`src/rtl/hangy_pkg.sv`:
```
// Shared letter encoding and key front-end state type for the hangman game.
// Latency: n/a (definitions only).
// Backpressure: n/a (definitions only).
//
// Letter codes 0..25 map to 'A'..'Z'; the game controller imports the same
// constants so the encoding lives in exactly one place.
package hangy_pkg;

  localparam int LETTER_W    = 5;
  localparam int NUM_LETTERS = 26;

  typedef enum logic [1:0] {
    IDLE,
    CAPTURE,
    OFFER,
    WAIT_RELEASE
  } keystate_t;

endpackage

```
`src/rtl/hangy_debounce.sv`:
```
// Button synchroniser, debouncer and rising-edge detector.
// Latency: raw edge to level/rise change = 2 + DEBOUNCE_CYCLES cycles.
// Backpressure: none; rise is a free-running 1-cycle pulse.
//
// Ports:
//   clk, reset : clock and synchronous active-high reset
//   raw        : asynchronous button level from the pad
//   level      : debounced button level
//   rise       : 1-cycle pulse coincident with level going 0->1
module hangy_debounce #(
  parameter int DEBOUNCE_CYCLES = 1000
) (
  input  logic clk,
  input  logic reset,
  input  logic raw,
  output logic level,
  output logic rise
);

  localparam int                CNT_W    = $clog2(DEBOUNCE_CYCLES);
  localparam logic [CNT_W-1:0]  CNT_LAST = CNT_W'(DEBOUNCE_CYCLES - 1);

  logic             sync1;
  logic             sync2;
  logic [CNT_W-1:0] cnt;

  // The counter only runs while the synchronised input disagrees with the
  // accepted level; any agreement restarts it, so a glitch shorter than
  // DEBOUNCE_CYCLES never reaches CNT_LAST.
  always_ff @(posedge clk) begin
    if (reset) begin
      sync1 <= 1'b0;
      sync2 <= 1'b0;
      level <= 1'b0;
      rise  <= 1'b0;
      cnt   <= '0;
    end else begin
      sync1 <= raw;
      sync2 <= sync1;
      rise  <= 1'b0;
      if (sync2 == level) begin
        cnt <= '0;
      end else if (cnt == CNT_LAST) begin
        level <= sync2;
        rise  <= sync2;
        cnt   <= '0;
      end else begin
        cnt <= cnt + 1'b1;
      end
    end
  end

endmodule

```
`src/rtl/hangy_key_frontend.sv`:
```
// Turns raw guess button + letter switches into single-shot guess events.
// Latency: debounced press -> out_valid 2 cycles; handshake -> out_next 1 cycle.
// Backpressure: guess held in OFFER while out_ready=0; presses outside IDLE dropped.
//
// Ports:
//   clk, reset     : clock and synchronous active-high reset
//   btn_raw        : asynchronous guess button (1 = pressed)
//   char_raw       : asynchronous letter switches
//   clear_history  : new-game pulse, clears guessed-letter history
//   out_valid/out_ready/out_char : guess handshake, out_char stable while valid
//   out_next       : 1-cycle pulse the cycle after a completed handshake
//   err_invalid    : 1-cycle pulse, pressed with an out-of-range letter code
//   err_repeat     : 1-cycle pulse, letter already guessed
//   busy           : high whenever the FSM is not IDLE
//
// Optional feature macro REPEAT_FILTER_EN: keeps a per-letter history and
// rejects repeats. Without it err_repeat stays 0 and clear_history is ignored.
module hangy_key_frontend
  import hangy_pkg::*;
#(
  parameter int DEBOUNCE_CYCLES = 1000,
  parameter int CHAR_W          = hangy_pkg::LETTER_W,
  parameter int NUM_LETTERS     = hangy_pkg::NUM_LETTERS
) (
  input  logic              clk,
  input  logic              reset,
  input  logic              btn_raw,
  input  logic [CHAR_W-1:0] char_raw,
  input  logic              clear_history,
  output logic              out_valid,
  input  logic              out_ready,
  output logic [CHAR_W-1:0] out_char,
  output logic              out_next,
  output logic              err_invalid,
  output logic              err_repeat,
  output logic              busy
);

  localparam logic [CHAR_W-1:0] LAST_CODE = CHAR_W'(NUM_LETTERS - 1);

  logic              btn_level;
  logic              press;
  logic [CHAR_W-1:0] char_s1;
  logic [CHAR_W-1:0] char_s2;
  logic              hist_hit;
  keystate_t         state;

  hangy_debounce #(
    .DEBOUNCE_CYCLES(DEBOUNCE_CYCLES)
  ) u_debounce (
    .clk   (clk),
    .reset (reset),
    .raw   (btn_raw),
    .level (btn_level),
    .rise  (press)
  );

  // The switches are only sampled DEBOUNCE_CYCLES after the button moved, so
  // a plain per-bit 2-flop synchroniser is enough: any skew between bits has
  // long settled by the time the press arrives.
  always_ff @(posedge clk) begin
    if (reset) begin
      char_s1 <= '0;
      char_s2 <= '0;
    end else begin
      char_s1 <= char_raw;
      char_s2 <= char_s1;
    end
  end

`ifdef REPEAT_FILTER_EN
  logic [NUM_LETTERS-1:0] history;

  // Clear has priority over a same-cycle handshake so a new game always
  // starts with an empty history. Only legal codes ever reach OFFER, so the
  // write index is always in range.
  always_ff @(posedge clk) begin
    if (reset || clear_history) begin
      history <= '0;
    end else if (state == OFFER && out_valid && out_ready) begin
      history[out_char] <= 1'b1;
    end
  end

  // Only consulted after the range check has passed.
  assign hist_hit = history[out_char];
`else
  logic unused_clear_history;

  assign unused_clear_history = clear_history;
  assign hist_hit             = 1'b0;
`endif

  always_ff @(posedge clk) begin
    if (reset) begin
      state       <= IDLE;
      out_valid   <= 1'b0;
      out_char    <= '0;
      out_next    <= 1'b0;
      err_invalid <= 1'b0;
      err_repeat  <= 1'b0;
      busy        <= 1'b0;
    end else begin
      out_next    <= 1'b0;
      err_invalid <= 1'b0;
      err_repeat  <= 1'b0;
      case (state)
        IDLE: begin
          if (press) begin
            out_char <= char_s2;
            state    <= CAPTURE;
            busy     <= 1'b1;
          end
        end
        CAPTURE: begin
          if (out_char > LAST_CODE) begin
            err_invalid <= 1'b1;
            state       <= WAIT_RELEASE;
          end else if (hist_hit) begin
            err_repeat <= 1'b1;
            state      <= WAIT_RELEASE;
          end else begin
            out_valid <= 1'b1;
            state     <= OFFER;
          end
        end
        OFFER: begin
          // Button release is ignored here: an accepted press is never lost.
          if (out_ready) begin
            out_valid <= 1'b0;
            out_next  <= 1'b1;
            state     <= WAIT_RELEASE;
          end
        end
        WAIT_RELEASE: begin
          if (!btn_level) begin
            state <= IDLE;
            busy  <= 1'b0;
          end
        end
        default: begin
          state     <= IDLE;
          out_valid <= 1'b0;
          busy      <= 1'b0;
        end
      endcase
    end
  end

endmodule

```
`config.mk`:
```
export PLATFORM = sky130hd
export DESIGN_NAME = hangy_key_frontend
export DESIGN_NICKNAME = d
export VERILOG_FILES = /design/src/rtl/hangy_pkg.sv /design/src/rtl/hangy_debounce.sv /design/src/rtl/hangy_key_frontend.sv
export SDC_FILE = /design/constraint.sdc
export NUM_CORES = 1
export LEC_CHECK = 0
export CAP_MARGIN = 10
export CORE_ASPECT_RATIO = 0.7
export CORE_MARGIN = 2
export CORE_UTILIZATION = 30
export DETAILED_ROUTE_END_ITERATION = 10
export DONT_BUFFER_PORTS = 1
export SETUP_SLACK_MARGIN = 0.1
export SYNTH_ARGS = -nofsm -noshare
export SYNTH_HDL_FRONTEND = slang
export SYNTH_HIERARCHICAL = 1
export SYNTH_SLANG_ARGS = --single-unit
export TNS_END_PERCENT = 20
```
`constraint.sdc`:
```
create_clock -name clk -period 2.8 [get_ports clk]
set_input_delay 0.56 -clock clk [delete_from_list [all_inputs] [get_ports clk]]
set_output_delay 0.56 -clock clk [all_outputs]
set_load 0.01 [all_outputs]
```
==> impl_results.md <==
- Seq/Total Area, Yosys: 48.6%
- CORE AREA: 4700 um^2
- Final setup margin: 1380 ps
- Post-synth EDFFs: 0
- Via count: 909
- Total negative slack: 0 ps
- Post-synthesis adder-cell area fraction: 5.20%
- Hold-fix buffers, CTS: 0
- Worst Setup EP: u_debounce/cnt[8]
- Post-cts resize count: 0
- Crit path cell chain: ha_1, and2_4, nand4_4, or3_1, a31oi_1
- Critical-path top delay cell: dfxtp_1
- Placed insts: 197
- WL final: 2320 um
- Die width: 86.9 um
- Most common cell after layout, fill and taps aside: dfxtp_1
- GR Overflow Total: 0
- First-pass GRT wire length: 4060 um
- Row Count: 21
- Crit path required time: 3020 ps
- Syn avg cell area: 9.95 um^2
- DR DRC count: 0
- Vias in the first global route: 845
- Cell Int Power: 850 uW
- Crit path largest cell delay: 350 ps
- HPWL Detailed: 1660 um
- Post-Synth XOR/XNOR Area: 3.64%
- # clock sinks: 35
- Ant diodes: 0
- CP Data Arrival Time: 1640 ps
- Critical path endpoint category: flop
- Initial Util: 30.7%
- Final Max Tran Viols: 0
- GRT Total Usage: 10.5%
- TritonCTS clock tree: built
- Drt first pass iters: 4
- Psw: 293 uW
- Crit. path cell count: 5
- Cell count after synthesis: 145
- Post-layout util: 34.0%
- Initial antenna violation count: 0
- Worst vdd ir: 0.000284 V
- # Post-CTS Setup Buffers: 0
- Simple-Gate Fraction of Synth Area: 26.3%
- Setup crit start kind: flop
- Worst hold path class: input port to flop
- Final instance area: 1600 um^2
- Setup WS pre-CTS: 1360 ps
- Number of routed nets with antenna violations: 0
- Post-place instance area: 1480 um^2
- R2R cell count: 5
- Logic gate share of total power: 11.8%
- Final Total Pwr: 1.14 mW
- Period Utilization, post-route: 50.8%
- Seq cells post-synth: 35
- Sequential power share: 47.2%
- Post-synthesis mux area share: 0.694%
- # IOs: 20
- Port Buffers: 0
- Wirelength per Cell: 11.3 um
- Crit path launch: u_debounce/cnt[0]
- Fin. Hold Viols: 0
- RePlAce Congestion: 0.755
- Post-synthesis compound-gate area fraction: 11.5%
- Max-Cap Viols: 0
- Status: finished, final reports clean
- Pleak: 0.569 nW
- Initial drt markers: 23
- Post-route insts no fill: 205
- R2r setup slk: 1380 ps
- RSZ-0062 raised after global routing: false
- Die Height: 62.0 um
- Endpoints failing setup: 0
- Yosys warns: 6
- Syn Nets: 161
- Largest net degree at the start of global routing: 26
- Tmin final: 1420 ps
- Clk pwr share: 41.0%
- Async S/R FF share, synth: 0%
- Clock skew: 5.43 ps
- Worst path bufs/invs: 0
- Worst-case clock buffer depth: 2
- Drt via density: 4.43
- Setup CP Type: flop to flop
- Crit-path leading delay family: simple AND/OR/NAND/NOR gates
- Htree depth: 2
- Fmax: 0.703 GHz
- R2r endpoint: u_debounce/cnt[8]
- Worst-skew pair later-pin latency: 290 ps
- Post-synth cell types: 41
- Synthesized area: 1440 um^2
- Pwr dens: 715 nW/um^2
- # nets final: 163
- Main combinational cell family by area after synthesis: simple AND/OR/NAND/NOR gates
- Most frequent cells in the layout: 35 x dfxtp_1, 14 x nand2_1, 13 x nor2b_1
- Total CTS buffers: 5
- Primary FF master, synth: dfxtp_1
- RR Startpoint: u_debounce/cnt[0]
- WHS: 321 ps
- Clock root buffer master: clkbuf_8
- Area growth from synthesis to layout: 10.8%
- Die ar.: 5390 um^2
- Worst-path clk slew: 80 ps
- Layout cell share with drive strength beyond 1: 12.2%
- Switching share of power: 25.6%
- Crit Path Max Fanout: 5
state kept, by name, indices dropped and copies added, names as in the netlist, 2 cells and up:
name and count:
char_s1 5, char_s2 5, out_char 5, state 2, u_debounce/cnt 10
worst min-delay path by stage:
stage	startpoint	to	depth (start not counted)
6_report	reset	char_s1[2]	1
5_1_grt	reset	char_s1[1]	1
4_1_cts	reset	state[0]	1
3_5_place_dp	char_s1[3]	char_s2[3]	1
3_3_place_gp	u_debounce/sync1	u_debounce/sync2	1
2_1_floorplan	u_debounce/cnt[0]	u_debounce/cnt[0]	1
power groups by stage:
stage / clock network [mW] / logic, mW / registers, mW
2_1_floorplan: 0 / 0.121 / 0.547
3_3_place_gp: 0 / 0.132 / 0.552
3_5_place_dp: 0 / 0.136 / 0.552
4_1_cts: 0.484 / 0.137 / 0.541
5_1_grt: 0.513 / 0.151 / 0.544
6_report: 0.468 / 0.135 / 0.540
kinds of logic after synthesis:
logic type / Yosys count
and+or+nand+nor: 66
DFF: 35
AOI/OAI and AO/OA: 19
buffers and inverters: 11
adders and majority gates: 6
xor gates and xnor gates: 6
other: 1
muxes: 1
layer usage:
metal	wire, um	part of all wire, %	track usage (%)
met3	195	8.4	7.00
met5	0	0	0
met4	23	0.99	2.68
met2	852	37	13.1
met1	1250	54	14.4
cell usage after synthesis, drive strengths merged, types with 2 or more instances:
master | number | area [um^2]
a31oi | 2 | 12.5
ha | 6 | 75.1
inv | 6 | 22.5
xor2 | 4 | 35.0
and3 | 3 | 20.0
nand2 | 14 | 52.6
nand4 | 3 | 33.8
nand3 | 10 | 50.1
xnor2 | 2 | 17.5
nand2b | 5 | 41.3
a21oi | 9 | 48.8
dfxtp | 35 | 701
buf | 4 | 28.8
nor2b | 13 | 81.3
nor2 | 10 | 37.5
final cells by class:
| class | count | area, um^2 |
|---|---|---|
| Fill cell | 472 | 3110 |
| Sequential cell | 35 | 701 |
| Multi-Input combinational cell | 99 | 687 |
| Tap cell | 57 | 71.3 |
| Clock buffer | 5 | 68.8 |
| Clock inverter | 3 | 47.5 |
| Inverter | 6 | 22.5 |
worst register-to-register path: stages, from the launching register on:
cell and delay, ps:
dfxtp_1 350, ha_1 190, and2_4 190, nand4_4 120
or3_1 320, a31oi_1 180
Note: power is estimated with default switching activity, not from simulation.
